<file path="config.mk">
export PLATFORM = sky130hd
export DESIGN_NAME = planificador_notas
export DESIGN_NICKNAME = d
export VERILOG_FILES = /design/src/rtl/notas_pkg.sv /design/src/rtl/contador_duracion.sv /design/src/rtl/planificador_notas.sv
export SDC_FILE = /design/constraint.sdc
export NUM_CORES = 1
export LEC_CHECK = 0
export CAP_MARGIN = 15
export CORE_AREA = 8 8 63 105
export DETAILED_ROUTE_END_ITERATION = 7
export DIE_AREA = 0 0 71 113
export GPL_TIMING_DRIVEN = 0
export PLACE_DENSITY = 0.58
export SLEW_MARGIN = 20
export SYNTH_ARGS = -nofsm -noshare
export SYNTH_HDL_FRONTEND = slang
export SYNTH_SLANG_ARGS = --single-unit
</file>
<file path="constraint.sdc">
create_clock -name clk -period 5.4 [get_ports clk]
set_input_delay 0.54 -clock clk [delete_from_list [all_inputs] [get_ports clk]]
set_output_delay 0.54 -clock clk [all_outputs]
set_load 0.02 [all_outputs]
</file>
<file path="src/rtl/notas_pkg.sv">
// notas_pkg: shared types and constants for the note scheduler.
// Scheduler states, 3-bit note codes and note-owner codes.
package notas_pkg;

  typedef enum logic [1:0] {
    REPOSO  = 2'd0,
    SONANDO = 2'd1,
    PAUSA   = 2'd2
  } estado_t;

  localparam logic [2:0] NOTA_DO      = 3'd0;
  localparam logic [2:0] NOTA_RE      = 3'd1;
  localparam logic [2:0] NOTA_MI      = 3'd2;
  localparam logic [2:0] NOTA_FA      = 3'd3;
  localparam logic [2:0] NOTA_SOL     = 3'd4;
  localparam logic [2:0] NOTA_LA      = 3'd5;
  localparam logic [2:0] NOTA_SI      = 3'd6;
  localparam logic [2:0] NOTA_NINGUNA = 3'd7;

  localparam logic LIBRE = 1'b0;
  localparam logic SEC   = 1'b1;

endpackage

</file>
<file path="src/rtl/contador_duracion.sv">
// contador_duracion: loadable down counter that stops at zero.
// A load takes priority; otherwise the value decrements until it reaches
// zero and then holds, so it never wraps.
module contador_duracion #(
  parameter int CW = 25
) (
  input  logic          clk,
  input  logic          reset,
  input  logic          cargar,
  input  logic [CW-1:0] carga,
  output logic [CW-1:0] valor,
  output logic          cero
);

  logic [CW-1:0] valor_r;

  // Count register: load on request, else decrement down to zero.
  always_ff @(posedge clk or negedge reset) begin
    if (!reset) begin
      valor_r <= '0;
    end else if (cargar) begin
      valor_r <= carga;
    end else if (valor_r != '0) begin
      valor_r <= valor_r - CW'(1);
    end else begin
      valor_r <= valor_r;
    end
  end

  assign valor = valor_r;
  assign cero  = (valor_r == '0);

endmodule

</file>
<file path="src/rtl/planificador_notas.sv">
// planificador_notas: grants the single tone generator to free-play or the
// song sequencer, one note at a time, DURACION cycles of sound followed by
// SILENCIO cycles of gap. Free-play has fixed priority.
// Optional macro PREEMPCION_EN: a free-play request interrupts a sounding
// sequencer note and restarts the note duration with the free-play note.
module planificador_notas
  import notas_pkg::*;
#(
  parameter int DURACION = 25_000_000,
  parameter int SILENCIO = 2_500_000
) (
  input  logic       clk,
  input  logic       reset,
  input  logic       habilitar,
  input  logic       libre_req,
  input  logic [2:0] libre_nota,
  input  logic       sec_req,
  input  logic [2:0] sec_nota,
  output logic       libre_ack,
  output logic       sec_ack,
  output logic [2:0] nota,
  output logic       contar,
  output logic       fuente
);

  localparam int MAXC = (DURACION > SILENCIO) ? DURACION : SILENCIO;
  localparam int CW   = $clog2(MAXC + 1);
  localparam logic [CW-1:0] CARGA_DUR = CW'(DURACION - 1);
  localparam logic [CW-1:0] CARGA_SIL = CW'(SILENCIO - 1);

  estado_t       estado_r, estado_s;
  logic          cargar_s;
  logic [CW-1:0] carga_s;
  logic [CW-1:0] valor_s;
  logic          cero_s;
  logic          preempt_s;

  logic [2:0] nota_r, nota_s;
  logic       contar_r, contar_s;
  logic       fuente_r, fuente_s;
  logic       libre_ack_r, libre_ack_s;
  logic       sec_ack_r, sec_ack_s;

  contador_duracion #(.CW(CW)) u_contador (
    .clk    (clk),
    .reset  (reset),
    .cargar (cargar_s),
    .carga  (carga_s),
    .valor  (valor_s),
    .cero   (cero_s)
  );

`ifdef PREEMPCION_EN
  assign preempt_s = (estado_r == SONANDO) && (fuente_r == SEC) && libre_req && habilitar;
`else
  assign preempt_s = 1'b0;
`endif

  // State register.
  always_ff @(posedge clk or negedge reset) begin
    if (!reset) begin
      estado_r <= REPOSO;
    end else begin
      estado_r <= estado_s;
    end
  end

  // Next-state and counter load selection.
  always_comb begin
    estado_s = estado_r;
    cargar_s = 1'b0;
    carga_s  = CARGA_DUR;
    case (estado_r)
      REPOSO: begin
        if (habilitar && (libre_req || sec_req)) begin
          estado_s = SONANDO;
          cargar_s = 1'b1;
          carga_s  = CARGA_DUR;
        end else begin
          estado_s = REPOSO;
        end
      end
      SONANDO: begin
        if (preempt_s) begin
          estado_s = SONANDO;
          cargar_s = 1'b1;
          carga_s  = CARGA_DUR;
        end else if (cero_s) begin
          estado_s = PAUSA;
          cargar_s = 1'b1;
          carga_s  = CARGA_SIL;
        end else begin
          estado_s = SONANDO;
        end
      end
      PAUSA: begin
        if (cero_s) begin
          estado_s = REPOSO;
        end else begin
          estado_s = PAUSA;
        end
      end
      default: begin
        estado_s = REPOSO;
      end
    endcase
  end

  // Next values of the registered outputs (grant, note, owner, enable).
  always_comb begin
    nota_s      = nota_r;
    fuente_s    = fuente_r;
    contar_s    = contar_r;
    libre_ack_s = 1'b0;
    sec_ack_s   = 1'b0;
    case (estado_r)
      REPOSO: begin
        if (habilitar && libre_req) begin
          nota_s      = libre_nota;
          fuente_s    = LIBRE;
          contar_s    = 1'b1;
          libre_ack_s = 1'b1;
        end else if (habilitar && sec_req) begin
          nota_s    = sec_nota;
          fuente_s  = SEC;
          contar_s  = 1'b1;
          sec_ack_s = 1'b1;
        end else begin
          contar_s = 1'b0;
        end
      end
      SONANDO: begin
        if (preempt_s) begin
          nota_s      = libre_nota;
          fuente_s    = LIBRE;
          contar_s    = 1'b1;
          libre_ack_s = 1'b1;
        end else if (cero_s) begin
          contar_s = 1'b0;
        end else begin
          contar_s = 1'b1;
        end
      end
      PAUSA: begin
        contar_s = 1'b0;
      end
      default: begin
        contar_s = 1'b0;
      end
    endcase
  end

  // Output registers.
  always_ff @(posedge clk or negedge reset) begin
    if (!reset) begin
      nota_r      <= 3'd0;
      contar_r    <= 1'b0;
      fuente_r    <= LIBRE;
      libre_ack_r <= 1'b0;
      sec_ack_r   <= 1'b0;
    end else begin
      nota_r      <= nota_s;
      contar_r    <= contar_s;
      fuente_r    <= fuente_s;
      libre_ack_r <= libre_ack_s;
      sec_ack_r   <= sec_ack_s;
    end
  end

  assign nota      = nota_r;
  assign contar    = contar_r;
  assign fuente    = fuente_r;
  assign libre_ack = libre_ack_r;
  assign sec_ack   = sec_ack_r;

endmodule

</file>
==> run summary <==
Clock power share: 41.1%
Number of synthesized register bits: 34
Final-report setup violation count: 0
Reg clk slew, reported paths: 0.07 ns
Fin util: 40.8%
Crit start category: flop
Fillers: 515
Max Used Layer: met4
Slowest cell on the critical path: nor4_1
Crit path max-delay family: simple AND/OR/NAND/NOR gates
WS Path Type: flop to flop
Post-detailed-route via-to-cell ratio: 5.51
Post-synthesis instance total: 175
Initial DRC Count: 46
Power per cell area: 231 mW/mm2
Cell chain of the critical path: nor4_1 -> and4bb_2 -> buf_6 -> nand2_4 -> nor2_1 -> o311ai_2
Post-CTS Repair Setup Buffers: 0
Fin nets: 212
Layout area overhead: 19.8%
Peak VDD IR: 0.168 mV
Sw Share: 23.2%
Pre-antenna DRT Iters: 4
Post-DRT Antenna Nets: 0
Seq/Total Area, Yosys: 48.4%
Psw: 0.000113 W
Num Clock Sinks: 34
Wire per inst: 16.8 um
Setup TNS: 0 ns
Largest net degree at the start of global routing: 24
Vias in the first global route: 1489
P_int: 0.000374 W
CP Max Fanout: 10
Initial antenna violation count: 0
I/O Buffers: 17
Hold WC Path Type: primary input to async pin
Flop pwr share: 53.8%
Worst slack at placement: 3.02 ns
DRT met1 WL: 1770 um
Slew Viols, Final: 0
CTS root buf: clkbuf_8
First-pass GRT wire length: 7530 um
Final non-filler cell total: 256
Max cap viols: 0
Post-Route WL: 4310 um
Tcrit/Tclk final: 42.8%
Initial Utilization: 34.0%
Share of cells above drive strength 1: 12.9%
Setup WS post-layout: 3.09 ns
CTS resizes: 0
Slew headroom: 53.3%
Boundary pin count: 18
Required time worst endpoint: 5.54 ns
RSZ-0062 raised after global routing: false
Crit path capture type: flop
DIE WIDTH: 71 um
Ant. Diodes: 0
Tot GR Track Use: 11.6%
Die Y-Extent: 113 um
Dpl hpwl: 3160 um
Buf/Inv on CP: 1
DR WL met2: 2300 um
Placed insts: 248
Netlist Area Pre-Place: 0.00176 mm2
Final hold slack: 0.124 ns
Clk_skew: 0.00579 ns
Num rows: 35
Max Buffers Root-to-Sink: 2
Combinational power share: 5.2%
Post-route DRC: 0
Total grt overflow: 0
Worst EP arrival: 2.45 ns
Fin crit period: 2.31 ns
Met3 wire len: 98 um
CTS tree: yes
Slew @ Worst Pin: 0.694 ns
Core area: 0.00517 mm2
Die area: 0.00802 mm2
GPL Wtd Cong: 0.767
Maximum clock frequency: 433 MHz
Syn Area/Cell: 10.1 um2
Synth Net Count: 187
Post-synthesis cell type count: 46
Ys Warns: 0
Routed via count: 1411
Clock Latency Late Sink: 0.29 ns
Status: completed
Hold Vio Cnt, Final: 0
Largest stage delay, worst path: 0.65 ns
H-tree levels: 2
CTS Hold Bufs: 0
Leakage: 0.769 nW
CTS buffer count: 5
registers in the layout, summed over array words and instances (netlist names):
| signal | flops |
|---|---|
| u_contador.valor | 25 |
| nota | 3 |
| estado_r | 2 |
| contar | 1 |
| fuente | 1 |
| libre_ack | 1 |
| sec_ack | 1 |
placed cells by master (no fill, tap or decap), types with 2 or more instances in the layout:
master,synthesis,layout
a2111oi_2,2,2
a211oi_1,3,3
a21oi_1,5,5
and3_1,2,2
clkbuf_1,2,2
clkbuf_8,0,6
clkdlybuf4s50_1,0,16
dfrtp_1,34,34
inv_1,4,4
mux2i_1,4,4
nand2_1,17,17
nand3_1,9,9
nand4_1,3,3
nor2_1,9,9
nor3_1,9,9
nor4_1,6,6
nor4_2,2,2
o21ai_0,14,14
o21ai_1,5,5
o31ai_1,2,2
or3_1,5,5
xnor2_1,8,8
xor2_1,5,5
final timing paths:
kind	startpoint	to	slack (ns)	depth (start not counted)
worst max register to register	u_contador.valor[16]	u_contador.valor[3]	3.09	6
worst min register to register	fuente	fuente	0.48	1
max in group asynchronous	reset	u_contador.valor[20]	4.86	2
worst max-delay path	u_contador.valor[16]	u_contador.valor[3]	3.09	6
worst min-delay path	reset	u_contador.valor[12]	0.12	1
min in group clk	fuente	fuente	0.48	1
power by group through the flow:
stage | Combinational, W | Clock (W) | Sequential (W)
3_5_place_dp | 0.0000257 | 0 | 0.000267
6_report | 0.0000251 | 0.000200 | 0.000262
4_1_cts | 0.0000258 | 0.000208 | 0.000262
5_1_grt | 0.0000284 | 0.000217 | 0.000262
2_1_floorplan | 0.00000507 | 0 | 0.000268
3_3_place_gp | 0.0000242 | 0 | 0.000266
cells in the mapped netlist, drive strengths merged:
| cell type | n | area (um2) |
|---|---|---|
| inv | 4 | 15.0 |
| nor2b | 1 | 6.26 |
| and4bb | 1 | 12.5 |
| a2111oi | 2 | 30.0 |
| o31ai | 2 | 15.0 |
| o21a | 1 | 7.51 |
| and2b | 1 | 7.51 |
| a21o | 1 | 7.51 |
| clkbuf | 2 | 7.51 |
| nand2b | 1 | 6.26 |
| o311ai | 1 | 16.3 |
| xnor2 | 8 | 70.1 |
| and3 | 2 | 12.5 |
| a211oi | 3 | 22.5 |
| and3b | 1 | 8.76 |
| nor4 | 8 | 62.6 |
| and4 | 1 | 10.0 |
| nand2 | 19 | 81.3 |
| or3 | 5 | 31.3 |
| xor2 | 5 | 43.8 |
| nor2 | 10 | 40.0 |
| mux2i | 4 | 40.0 |
| nor4b | 2 | 23.8 |
| a31oi | 1 | 6.26 |
| dfrtp | 34 | 851 |
| nor3 | 9 | 45.0 |
| o21ai | 19 | 95.1 |
| nand4 | 3 | 18.8 |
| and2 | 3 | 21.3 |
| or4 | 2 | 18.8 |
| nor3b | 1 | 7.51 |
| a21oi | 6 | 33.8 |
| nand3 | 9 | 45.0 |
| buf | 2 | 26.3 |
| ha | 1 | 12.5 |
through the flow:
stage                     power [W]  instance area (um2)
after global placement     0.000291                 2000
after detailed placement   0.000292                 2010
after CTS                  0.000496                 2110
after global routing       0.000507                 2110
final                      0.000487                 2110
after floorplan            0.000273                 1760
cells by family after synthesis:
family          share of synthesized area, %
simple gates                            26.1
compound gates                          13.3
flops                                   48.4
xor+xnor                                6.47
buf+inv                                 2.77
mux                                     2.28
fa+ha+maj                              0.711
layer usage:
layer  GRT usage [%]  vias to the layer above
met2            20.8                       18
met4            5.87                        0
li1                -                      690
met3            1.86                        7
met5               0                        -
met1            12.7                      696
layout make-up:
class	count	area, um2	share of cell area, %
clock inverter	2	12.5	0.593
tap	55	68.8	3.26
inverter	4	15.0	0.712
buffer	4	33.8	1.60
multi-input combinational	133	860	40.8
sequential	34	851	40.4
clock buffer	6	82.6	3.92
timing repair buffer	18	185	8.78
Note: power is estimated with default switching activity, not from simulation.
